<file path="src/rtl/pc_redirect_unit.sv">
// -----------------------------------------------------------------------------
// pc_redirect_unit
//
// Owns the architectural fetch PC. It issues one instruction fetch at a time on
// the instruction bus and presents completed fetches to the IF/ID register. A
// redirect from the memory-stage branch check squashes all younger work and
// restarts fetch at the resolved target.
//
// Optional feature macro: PC_MISALIGN_CHK_EN
//   When defined, a flush to a target with target[1:0] != 0 raises a sticky
//   misalign flag and stops issuing fetches until reset. When undefined,
//   misalign is tied low and targets are used as-is.
//
// Ports
//   clk          core clock
//   reset        asynchronous, active-low reset
//   branch_ctl   {flush, pcSelect} redirect control from the branch check
//   br_pc        PC of the resolving branch/jump
//   br_imm       sign-extended immediate of that instruction
//   br_rs1       forwarded rs1 value (jalr base)
//   ireq_valid   fetch request valid
//   ireq_addr    fetch address
//   iresp_valid  fetch response valid (completes the outstanding request)
//   iresp_instr  fetched instruction
//   if_stall     downstream cannot accept the IF output this cycle
//   if_valid     IF output valid
//   if_pc        PC of the IF output
//   if_instr     instruction of the IF output
//   squash       combinational copy of branch_ctl.flush
//   misalign     sticky misaligned-target flag
//   fsm_state    current FSM state (S_FETCH=0, S_DROP=1, S_HOLD=2)
//
// Handshakes
//   ibus: a request is outstanding while ireq_valid=1; ireq_addr is held stable
//   until iresp_valid completes it (response may arrive in the issue cycle).
//   IF output: a word transfers on a rising edge where if_valid=1 and
//   if_stall=0; while if_valid=1 and if_stall=1 the if_* outputs hold.
// -----------------------------------------------------------------------------
package pc_redirect_pkg;
    typedef enum logic [1:0] {
        PC_From_add4    = 2'd0,
        PC_From_add_imm = 2'd1,
        PC_From_jalr    = 2'd2
    } pc_sel_t;

    typedef struct packed {
        logic    flush;
        pc_sel_t pcSelect;
    } branch_data_t;
endpackage

module pc_redirect_unit
    import pc_redirect_pkg::*;
#(
    parameter logic [63:0] RESET_PC = 64'h0000_0000_8000_0000
) (
    input  logic         clk,
    input  logic         reset,
    input  branch_data_t branch_ctl,
    input  logic [63:0]  br_pc,
    input  logic [63:0]  br_imm,
    input  logic [63:0]  br_rs1,
    output logic         ireq_valid,
    output logic [63:0]  ireq_addr,
    input  logic         iresp_valid,
    input  logic [31:0]  iresp_instr,
    input  logic         if_stall,
    output logic         if_valid,
    output logic [63:0]  if_pc,
    output logic [31:0]  if_instr,
    output logic         squash,
    output logic         misalign,
    output logic [1:0]   fsm_state
);

    typedef enum logic [1:0] {
        S_FETCH = 2'd0,
        S_DROP  = 2'd1,
        S_HOLD  = 2'd2
    } state_t;

    state_t      state_q, state_d;
    logic [63:0] pc_q;
    logic [63:0] hold_pc;
    logic [31:0] hold_instr;
    logic        req_en;       // low for the first cycle after reset release
    logic        misalign_q;
    logic        flush;
    logic        outstanding;
    logic        accept;
    logic [63:0] target;
    logic [63:0] jalr_sum;

    assign flush  = branch_ctl.flush;
    assign squash = flush;

    // Redirect target; only consumed when flush=1.
    always_comb begin
        jalr_sum = br_rs1 + br_imm;
        target   = br_pc + 64'd4;
        case (branch_ctl.pcSelect)
            PC_From_add_imm: target = br_pc + br_imm;
            PC_From_jalr:    target = jalr_sum & ~64'h1;
            default:         target = br_pc + 64'd4;
        endcase
    end

    // A response can only complete a request that is actually on the bus, so
    // a stray iresp_valid right after reset is ignored.
    assign accept      = ireq_valid && iresp_valid;
    assign outstanding = ireq_valid || (state_q == S_DROP);

    always_ff @(posedge clk or negedge reset) begin
        if (!reset) begin
            req_en <= 1'b0;
        end else begin
            req_en <= 1'b1;
        end
    end

`ifdef PC_MISALIGN_CHK_EN
    always_ff @(posedge clk or negedge reset) begin
        if (!reset) begin
            misalign_q <= 1'b0;
        end else if (flush && (target[1:0] != 2'b00)) begin
            misalign_q <= 1'b1;
        end
    end
`else
    assign misalign_q = 1'b0;
`endif

    assign misalign = misalign_q;

    // ---------------- FSM: state register ----------------
    always_ff @(posedge clk or negedge reset) begin
        if (!reset) begin
            state_q <= S_FETCH;
        end else begin
            state_q <= state_d;
        end
    end

    // ---------------- FSM: next state ----------------
    always_comb begin
        state_d = state_q;
        if (flush) begin
            // A request still in flight must be drained before refetching;
            // if its response lands in the flush cycle it is simply dropped.
            state_d = (outstanding && !iresp_valid) ? S_DROP : S_FETCH;
        end else begin
            case (state_q)
                S_FETCH: if (accept && if_valid && if_stall) state_d = S_HOLD;
                S_DROP:  if (iresp_valid)                    state_d = S_FETCH;
                S_HOLD:  if (!if_stall)                      state_d = S_FETCH;
                default:                                     state_d = S_FETCH;
            endcase
        end
    end

    // ---------------- FSM: outputs ----------------
    always_comb begin
        ireq_valid = (state_q == S_FETCH) && req_en && !misalign_q;
        ireq_addr  = pc_q;
        fsm_state  = state_q;
    end

    // ---------------- Datapath ----------------
    always_ff @(posedge clk or negedge reset) begin
        if (!reset) begin
            pc_q       <= RESET_PC;
            if_valid   <= 1'b0;
            if_pc      <= 64'd0;
            if_instr   <= 32'd0;
            hold_pc    <= 64'd0;
            hold_instr <= 32'd0;
        end else if (flush) begin
            pc_q       <= target;
            if_valid   <= 1'b0;
            hold_pc    <= 64'd0;
            hold_instr <= 32'd0;
        end else begin
            // Consumed output goes invalid unless new data replaces it below.
            if (if_valid && !if_stall) begin
                if_valid <= 1'b0;
            end
            case (state_q)
                S_FETCH: begin
                    if (accept) begin
                        pc_q <= pc_q + 64'd4;
                        if (!(if_valid && if_stall)) begin
                            if_valid <= 1'b1;
                            if_pc    <= pc_q;
                            if_instr <= iresp_instr;
                        end else begin
                            hold_pc    <= pc_q;
                            hold_instr <= iresp_instr;
                        end
                    end
                end
                S_HOLD: begin
                    if (!if_stall) begin
                        if_valid <= 1'b1;
                        if_pc    <= hold_pc;
                        if_instr <= hold_instr;
                    end
                end
                default: begin
                end
            endcase
        end
    end

endmodule

</file>
<file path="config.mk">
export PLATFORM = sky130hd
export DESIGN_NAME = pc_redirect_unit
export DESIGN_NICKNAME = d
export VERILOG_FILES = /design/src/rtl/pc_redirect_unit.sv
export SDC_FILE = /design/constraint.sdc
export NUM_CORES = 1
export LEC_CHECK = 0
export ABC_AREA = 1
export BUFFER_PORTS_ARGS = -buffer_cell sky130_fd_sc_hd__buf_4
export CAP_MARGIN = 20
export CELL_PAD_IN_SITES_DETAIL_PLACEMENT = 2
export CELL_PAD_IN_SITES_GLOBAL_PLACEMENT = 2
export CORE_AREA = 5 5 309 311
export CTS_BUF_LIST = sky130_fd_sc_hd__clkbuf_4
export CTS_CLUSTER_SIZE = 25
export DETAILED_ROUTE_END_ITERATION = 10
export DIE_AREA = 0 0 314 316
export HOLD_SLACK_MARGIN = 0.06
export PLACE_DENSITY = 0.81
export SKIP_LAST_GASP = 1
export SLEW_MARGIN = 20
export SYNTH_ARGS = -nofsm -noshare
export SYNTH_HDL_FRONTEND = slang
export SYNTH_SLANG_ARGS = --single-unit
</file>
<file path="constraint.sdc">
create_clock -name clk -period 2.1 [get_ports clk]
set_input_delay 0.21 -clock clk [delete_from_list [all_inputs] [get_ports clk]]
set_output_delay 0.21 -clock clk [all_outputs]
set_load 0.005 [all_outputs]
</file>
==> out/qor.yml, run 1 <==
run_status:
  run_status: "stopped before the end"
  flow.first_error: "[ERROR GRT-0232] Routing congestion too high. Check the congestion heatmap in the GUI."
  failing_step: "global routing (5_1_grt)"
clock_tree:
  cts_htree_levels: 3
  clock_sink_count: 260
  clock_buffer_count_from_cts: 74
  clock_tree.buffer_depth: 3
  clock-root-buffer: "sky130_fd_sc_hd__clkbuf_4"
floorplanning:
  ios: 397
  placement_rows: 112
  initial_utilization_pct: 27.8
  die_h_um: 316
  floorplan.die.width_um: 314
synthesis:
  synth-seq-area-share_pct: 25.4
  syn-mean-instance-area_um2: 5.97
  synthFlopType: "sky130_fd_sc_hd__dfrtp_1"
  syn_area_um2: 25700
  yosysUniqueCellTypes: 57
  syn-num-nets: 4661
  warning_count_from_the_yosys_run: 0
  synth_edf_count: 0
  asyncSetResetFlopFracSynth_pct: 100
  syn_inst: 4299
  ys_seq_elements: 260
placed_design:
  preCtsSetupSlack_ps: -1130
  gp_congestion: 0.983
  placed_cells_incl_taps: 6687
  placement.io_buffers: 395
  post-dp-hpwl_mm: 141
sta:
  timing.worst_endpoint.kind: "register data pin"
  grt-worst-endpoint: "ireq_addr[62]$_DFFE_PN0P_/D"
grt:
  grt_antenna_before_repair: 42
  grt_max_degree: 98
  grt.total_usage_pct: 67.5
  gr-total-overflow: 34
==> per-layer routing <==
| metal | overflow | track usage, % |
|---|---|---|
| met5 | 0 | 20.6 |
| met1 | 0 | 64.4 |
| met2 | 21 | 88.0 |
| met4 | 13 | 72.5 |
| met3 | 0 | 48.7 |
==> kinds of logic after synthesis <==
kind of cell | Yosys count | synth area share [%]
compound gates | 705 | 15.4
other cells | 2 | 0.0293
fa+ha+maj | 131 | 6.44
xor+xnor | 57 | 1.94
flops | 260 | 25.4
mux | 3 | 0.132
simple gates | 2487 | 41.0
buf+inv | 654 | 9.73
==> synthesized netlist by cell type, drive strengths merged (3+ instances only) <==
master / instances / area share (%)
o21ai: 208 / 4.1
nor4: 34 / 0.85
a21boi: 6 / 0.18
xor2: 37 / 1.3
or2: 29 / 0.71
a31oi: 101 / 2.5
a21oi: 281 / 5.5
nand2: 1421 / 21
nand4: 61 / 1.5
ha: 129 / 6.3
and3: 7 / 0.17
clkbuf: 88 / 1.3
nor3: 91 / 1.9
o211ai: 11 / 0.32
o21a: 5 / 0.15
a211oi: 3 / 0.088
inv: 523 / 7.6
buf: 40 / 0.76
a21o: 6 / 0.18
nor2: 509 / 7.9
o31ai: 34 / 0.99
dfrtp: 259 / 25
clkinv: 3 / 0.044
xnor2: 20 / 0.68
mux2: 3 / 0.13
o21bai: 38 / 1.1
nand3: 312 / 6.3
nand3b: 18 / 0.53
a22oi: 6 / 0.18
==> timing repair <==
item / in CTS
resized for setup: 289
endpoints found under the setup margin: 242
pin swaps: 45
gates cloned: 28
hold buffers: 77
hold endpoints to repair: 385
setup buffers: 68
==> per-stage QoR <==
step	area, um2	TNS [ps]
2_1_floorplan	25700	-2.09
3_3_place_gp	36900	-30830
3_5_place_dp	36900	-52620
4_1_cts	41200	-20510
==> run 2: changes to the inputs <==
CELL_PAD_IN_SITES_DETAIL_PLACEMENT = default   (was 2)
CELL_PAD_IN_SITES_GLOBAL_PLACEMENT = default   (was 2)
CORE_AREA = 5 5 263 265   (was 5 5 309 311)
CTS_BUF_LIST = default   (was sky130_fd_sc_hd__clkbuf_4)
CTS_CLUSTER_SIZE = default   (was 25)
DIE_AREA = 0 0 268 270   (was 0 0 314 316)
HOLD_SLACK_MARGIN = default   (was 0.06)
PLACE_DENSITY = default   (was 0.81)
PLACE_DENSITY_LB_ADDON = 0.15   (was default)
clock period = 2.73 ns   (was 2.1 ns; I/O delays follow)
==> out/qor.yml, run 2 <==
synthesis:
  yosysTopAreaCell: "sky130_fd_sc_hd__dfrtp_1"
  synth_mux_area_share_pct: 0.132  # unchanged
  synth_xor_xnor_area_share_pct: 1.94  # unchanged
  syn_inst: 4299  # unchanged
  yosysUniqueCellTypes: 57  # unchanged
  synthFlopType: "sky130_fd_sc_hd__dfrtp_1"
  synth_commonest_cells: "sky130_fd_sc_hd__nand2_1, sky130_fd_sc_hd__inv_1, sky130_fd_sc_hd__nor2_1, sky130_fd_sc_hd__nand3_1, sky130_fd_sc_hd__a21oi_1"
  main_combinational_cell_family_by_area_after_synthesis: "simple AND/OR/NAND/NOR gates"
  ys_seq_elements: 260  # unchanged
  synth_top_area_share_pct: 25.2  # unchanged
  warning_count_from_the_yosys_run: 0  # unchanged
  synth_most_common_cell: "sky130_fd_sc_hd__nand2_1"
  asyncSetResetFlopFracSynth_pct: 100  # unchanged
  synth_edf_count: 0  # unchanged
  synth_fa_ha_area_share_pct: 6.44  # unchanged
  post_synth_and_or_nand_nor_area_fraction_pct: 41.0  # unchanged
  compound_gate_fraction_of_synth_area_pct: 15.4  # unchanged
  syn_area_um2: 25700  # unchanged
  ys_top_cells_by_area: "sky130_fd_sc_hd__dfrtp_1, sky130_fd_sc_hd__nand2_1, sky130_fd_sc_hd__inv_1, sky130_fd_sc_hd__nor2_1, sky130_fd_sc_hd__ha_1"
  syn-num-nets: 4661  # unchanged
  syn-mean-instance-area_um2: 5.97  # unchanged
  synth-seq-area-share_pct: 25.4  # unchanged
clock_tree:
  clk_latency_ps: 570
  clock_tree.buffer_depth: 3  # unchanged
  clock-root-buffer: "sky130_fd_sc_hd__clkbuf_16"
  cts.clk_slew.worst_paths_ps: 70
  clock_sink_count: 260  # unchanged
  clock_buffer_count_from_cts: 28  # -62%
  cts_tree: "built"
  cts_htree_levels: 1  # -2
route:
  route.met2.wl_mm: 55.0
  drc: 0
  first_iter_violations: 2671
  met1Wirelength_mm: 52.3
  routed_wire_length_mm: 119
  via_count: 30700
  dr.pass1.iters: 6
  drt-wirelength-per-cell_um: 20.3
  antenna_violating_nets_post_route: 0
  dr.max_layer_used: "met4"
  met3RoutedLength_mm: 6.82
  route.detailed.vias_per_inst: 5.23
setup_path:
  worst_setup_path_start_kind: "flip-flop"
  cp_data_arrival_time_ps: 3000
  critPathRequiredTime_ps: 3160
  worstSetupEndpointType: "flip-flop"
  critPathKind: "reg -> reg"
  worst-path-max-fanout: 7
final_layout:
  layout_commonest_cell: "sky130_fd_sc_hd__nand2_1"
  final_layout_size_suffix_gt1_share_pct: 17.4
  layout.nets: 5343
  area.growth.synth_to_final_pct: 29.9
  mostFrequentLayoutCells: "sky130_fd_sc_hd__nand2_1, sky130_fd_sc_hd__buf_4, sky130_fd_sc_hd__inv_1, sky130_fd_sc_hd__nor2_1, sky130_fd_sc_hd__nand3_1"
  finalNonFillerCells: 5875
placed_design:
  gp_congestion: 0.972  # -1.1%
  placement.io_buffers: 395  # unchanged
  post-dp-hpwl_mm: 98.8  # -30%
  placed_cells_incl_taps: 5788  # -13%
  preCtsSetupSlack_ps: -656  # +477 ps
floorplanning:
  initial_utilization_pct: 38.6  # +11 points
  placement_rows: 95  # -15%
  core_region_area_um2: 66600
  ios: 397  # unchanged
  die_area_um2: 72400
  floorplan.die.width_um: 268  # -15%
  die_h_um: 270  # -15%
run:
  cap_viol_max_count: 0
sta:
  worst-slew-pin-transition_ps: 1110
  layout_min_cycle_time_ps: 2570
  setup_viol_count_final: 0
  clock-skew-final_ps: 31.0
  max_clock_freq_mhz: 389
  setup_slack_ps: 158
  maxSlewViolCount: 0
  timing.final.hold_violations: 0
  unrepaired_setup_endpoints_after_global_routing: "true"
  hold_slack_ps: 18.9
  layout_worst_path_cycle_share_pct: 94.2
  worst_slew_margin_rel_pct: 25.8
grt:
  grt_max_degree: 154
  vias_in_the_first_global_route: 29400
  grt.total_usage_pct: 31.3
  grt_first_pass_wirelength_mm: 176
  grt_antenna_before_repair: 1
  gr-total-overflow: 0
pwr:
  powerDensity_nw_per_um2: 455
  max-vdd-ir-drop_uv: 362
  p_leak_nw: 16.9
run_status:
  run_status: "finished clean"
worst_hold_path:
  worst_hold_path_type: "in -> reg"
run 2: area by class of cell:
class	count	area (um2)
timing repair buffer	780	6140
tap	873	1090
multi-input combinational	3385	16700
fill	7144	33200
antenna	1	2.50
clock inverter	9	115
clock buffer	41	790
sequential	260	6510
inverter	526	1980
run 2: kinds of logic (layout without fill, tap and decap cells):
| group | after synthesis | after routing |
|---|---|---|
| adders and majority gates | 131 | 131 |
| DFF | 260 | 260 |
| xor gates and xnor gates | 57 | 57 |
| AOI/OAI and AO/OA | 705 | 705 |
| buffers and inverters | 654 | 1356 |
| muxes | 3 | 3 |
| and+or+nand+nor | 2487 | 2487 |
| other | 2 | 3 |
run 2: worst paths after layout:
kind,endpoint,start,slack (ps),cells after the start
min reg2reg,hold_pc[7],hold_pc[7],480,2
min in group asynchronous,if_instr[22],reset,160,2
max in group asynchronous,hold_pc[45],reset,1720,3
min,hold_instr[9],iresp_instr[9],20,3
max,ireq_addr[49],ireq_addr[4],160,13
max reg2reg,ireq_addr[49],ireq_addr[4],160,13
run 2: layer usage:
| metal | GRT usage [%] | vias up |
|---|---|---|
| met5 | 0 | - |
| met4 | 10.8 | 0 |
| met3 | 2.20 | 191 |
| met2 | 52.3 | 1022 |
| met1 | 43.0 | 14100 |
| li1 | - | 15400 |
run 2: timing repair:
item | in CTS | in global routing
buffers inserted | 0 | 3
endpoints found under the setup margin | 1 | 107
endpoints found under the hold margin | 136 | 0
resized for setup | 1 | 5
pin swaps | 0 | 1
hold buffers | 33 | 0
run 2: critical path, stage by stage, from the launching register on:
cell and delay [ps]:
sky130_fd_sc_hd__dfrtp_1 490, sky130_fd_sc_hd__nand2_2 120, sky130_fd_sc_hd__nor2_4 160, sky130_fd_sc_hd__nand2_4 80, sky130_fd_sc_hd__nor2_4 120, sky130_fd_sc_hd__nand4_4 150, sky130_fd_sc_hd__nor2_4 160, sky130_fd_sc_hd__nand3_4 140
sky130_fd_sc_hd__nor2_8 170, sky130_fd_sc_hd__nand3_4 140, sky130_fd_sc_hd__nor2_4 160, sky130_fd_sc_hd__nand2_2 70, sky130_fd_sc_hd__o21ai_1 390, sky130_fd_sc_hd__nand2_1 90
run 2: report_power, final:
part | switching [W] | internal (W) | leakage (nW) | total, W
clock network | 0.00161 | 0.00219 | 0.441 | 0.00381
logic | 0.00364 | 0.00265 | 13.3 | 0.00629
registers | 0.000540 | 0.00451 | 3.16 | 0.00505
total | 0.00579 | 0.00936 | 16.9 | 0.0152
run 2: through the flow:
stage | cell area (um2) | TNS [ps] | power (W) | util [%]
6_report | 33300 | 0 | 0.0152 | 50.1
5_1_grt | 33300 | -6.67 | 0.0161 | 50.1
4_1_cts | 33300 | 0 | 0.0152 | 50.0
3_5_place_dp | 32100 | -1010 | 0.0113 | 48.2
3_3_place_gp | 32100 | -1060 | 0.0113 | 48.2
2_1_floorplan | 25700 | 0 | 0.00800 | -
No activity file was read; power rests on OpenSTA's default activity.
==> run 3: changes to the inputs <==
==> constraint.sdc (replaced) <==
create_clock -name clk -period 2.73 [get_ports clk]
set_input_delay 0.4095 -clock clk [delete_from_list [all_inputs] [get_ports clk]]
set_output_delay 0.4095 -clock clk [all_outputs]
set_load 0.005 [all_outputs]
==> out/qor.yml, run 3 (synthesis results as in run 2) <==
sta:
  max_clock_freq_mhz: 386  # -0.67%
  worst-slew-pin-transition_ps: 1130  # +16.8 ps
  layout_min_cycle_time_ps: 2590  # +17.4 ps
  timing.final.hold_violations: 0  # unchanged
  clock-skew-final_ps: 15.4  # -15.7 ps
  worst_slew_margin_rel_pct: 24.7  # -1.1 points
  unrepaired_setup_endpoints_after_global_routing: "false"
  maxSlewViolCount: 0  # unchanged
  timing.setup.tns_ps: 0  # unchanged
  setup_viol_count_final: 0  # unchanged
  layout_worst_path_cycle_share_pct: 94.9  # +0.64 points
  hold_slack_ps: 153  # +134 ps
setup_path:
  crit_path_cell_trace: "ha_1, nand3_2, nor2_4, nand2_2, nor2_4, nand2_4, nor2_8, nand3_1, nor2_1, nand4_1, clkinv_1, nand3_1, a21oi_1, a21oi_1"
  cp_slowest_stage_delay_ps: 450  # -40 ps
  worst-path-max-fanout: 5  # -2
  critPathRequiredTime_ps: 3140  # -20 ps
  cp_top_family: "simple AND/OR/NAND/NOR gates"
  worst_setup_path_start_kind: "flip-flop"
  worstSetupEndpointType: "flip-flop"
  critical_path.n_buffers_inverters: 1  # +1
  critPathKind: "reg -> reg"
  cp_data_arrival_time_ps: 3000  # about the same
  critical_path.slowest_cell: "sky130_fd_sc_hd__dfrtp_1"
final_layout:
  mostFrequentLayoutCells: "sky130_fd_sc_hd__nand2_1, sky130_fd_sc_hd__buf_4, sky130_fd_sc_hd__inv_1, sky130_fd_sc_hd__nor2_1, sky130_fd_sc_hd__nand3_1"
  finish.instance_area_um2: 34000  # +2.1%
  layout_commonest_cell: "sky130_fd_sc_hd__nand2_1"
  layout.nets: 5437  # +1.8%
  area.growth.synth_to_final_pct: 32.5
  final_layout_size_suffix_gt1_share_pct: 19.6  # +2.1 points
  fin_util_pct: 51.1  # +1.0 points
route:
  dr.pass1.iters: 7  # +1
  drt-wirelength-per-cell_um: 19.9  # -1.8%
  via_count: 31200  # +1.4%
  drc: 0  # unchanged
  route.detailed.vias_per_inst: 5.22  # -0.17%
  routed_wire_length_mm: 119  # -0.26%
  antenna_violating_nets_post_route: 0  # unchanged
  first_iter_violations: 2767  # +3.6%
clock_tree:
  clk_latency_ps: 540  # -30 ps
  cts.clk_slew.worst_paths_ps: 60  # about the same
  clock_buffer_count_from_cts: 26  # -7.1%
  cts_htree_levels: 1  # unchanged
  clock_sink_count: 260  # unchanged
  clock-root-buffer: "sky130_fd_sc_hd__clkbuf_16"
  cts_tree: "built"
  cts.repair_timing.setup_buffer_count: 0  # unchanged
  clock_tree.buffer_depth: 3  # unchanged
floorplanning:
  floorplan.die.width_um: 268  # unchanged
  core_region_area_um2: 66600  # unchanged
  die_area_um2: 72400  # unchanged
  initial_utilization_pct: 38.6  # unchanged
  die_h_um: 270  # unchanged
  ios: 397  # unchanged
  placement_rows: 95  # unchanged
pwr:
  total_power_w: 0.0154  # +1.5%
  powerDensity_nw_per_um2: 452  # -0.52%
  max-vdd-ir-drop_uv: 463  # +28%
  p_leak_nw: 17.4  # +3.0%
placed_design:
  gp_congestion: 0.964  # -0.85%
  placement.io_buffers: 395  # unchanged
  post-dp-hpwl_mm: 99.2  # +0.37%
  post_placement_cell_area_um2: 33100  # +3.2%
run:
  cap_viol_max_count: 0  # unchanged
run_status:
  run_status: "finished clean"
grt:
  gr-total-overflow: 0  # unchanged
  grt.total_usage_pct: 31.3  # about the same
  grt_first_pass_wirelength_mm: 177  # +0.11%
  grt_antenna_before_repair: 4  # +3
  grt_max_degree: 154  # unchanged
  vias_in_the_first_global_route: 30100  # +2.5%
worst_hold_path:
  worst_hold_path_type: "in -> reg"
run 3: stage by stage:
| step | worst slack, ps | instances |
|---|---|---|
| final | 140 | 5969 |
| after global routing | 7.26 | 5969 |
| after CTS | 173 | 5966 |
| after detailed placement | -333 | 5919 |
| after global placement | -299 | 5919 |
| after floorplan | 415 | 4299 |
run 3: path summary, 6_finish.rpt:
check	start	endpoint	slack, ps	cells after the start
worst max-delay path	ireq_addr[2]	ireq_addr[60]	140	14
worst min-delay path	iresp_instr[4]	if_instr[4]	150	3
worst max register to register	ireq_addr[2]	ireq_addr[60]	140	14
worst min register to register	hold_pc[13]	hold_pc[13]	490	2
max in group asynchronous	reset	ireq_addr[31]	1500	3
min in group asynchronous	reset	hold_instr[30]	490	2
run 3: power by group:
group          total (W)  internal [W]  switching (W)
clock            0.00385       0.00229        0.00156
sequential       0.00505       0.00451       0.000539
combinational    0.00648       0.00280        0.00368
run 3: layout make-up:
| type | instances | area (um2) |
|---|---|---|
| multi-input combinational | 3385 | 16700 |
| clock inverter | 12 | 171 |
| sequential | 260 | 6510 |
| timing repair buffer | 876 | 6820 |
| tap | 873 | 1090 |
| fill | 7115 | 32500 |
| inverter | 526 | 1980 |
| clock buffer | 34 | 742 |
| antenna | 3 | 7.51 |
run 3: layer usage:
metal  vias up  track usage, %  wire length, um  part of all wire (%)
li1      15600               -                -                     -
met1     14300            42.3            51600                    44
met2      1108            53.3            55500                    47
met3       188            2.08             6810                   5.7
met4         2            10.3             4760                   4.0
met5         -               0               19                 0.016
run 3: worst reg2reg max path: stages, from the launching register on:
cell and delay, ps:
sky130_fd_sc_hd__dfrtp_1 450, sky130_fd_sc_hd__ha_1 230, sky130_fd_sc_hd__nand3_2 120, sky130_fd_sc_hd__nor2_4 140, sky130_fd_sc_hd__nand2_2 100, sky130_fd_sc_hd__nor2_4 130
sky130_fd_sc_hd__nand2_4 90, sky130_fd_sc_hd__nor2_8 110, sky130_fd_sc_hd__nand3_1 170, sky130_fd_sc_hd__nor2_1 240, sky130_fd_sc_hd__nand4_1 210, sky130_fd_sc_hd__clkinv_1 110
sky130_fd_sc_hd__nand3_1 70, sky130_fd_sc_hd__a21oi_1 240, sky130_fd_sc_hd__a21oi_1 80
run 3: timing repair:
action / 4_1_cts / 5_1_grt
setup endpoints to repair: 0 / 3
endpoints found under the hold margin: 75 / 0
hold buffers: 1 / 0
resized for setup: 0 / 2
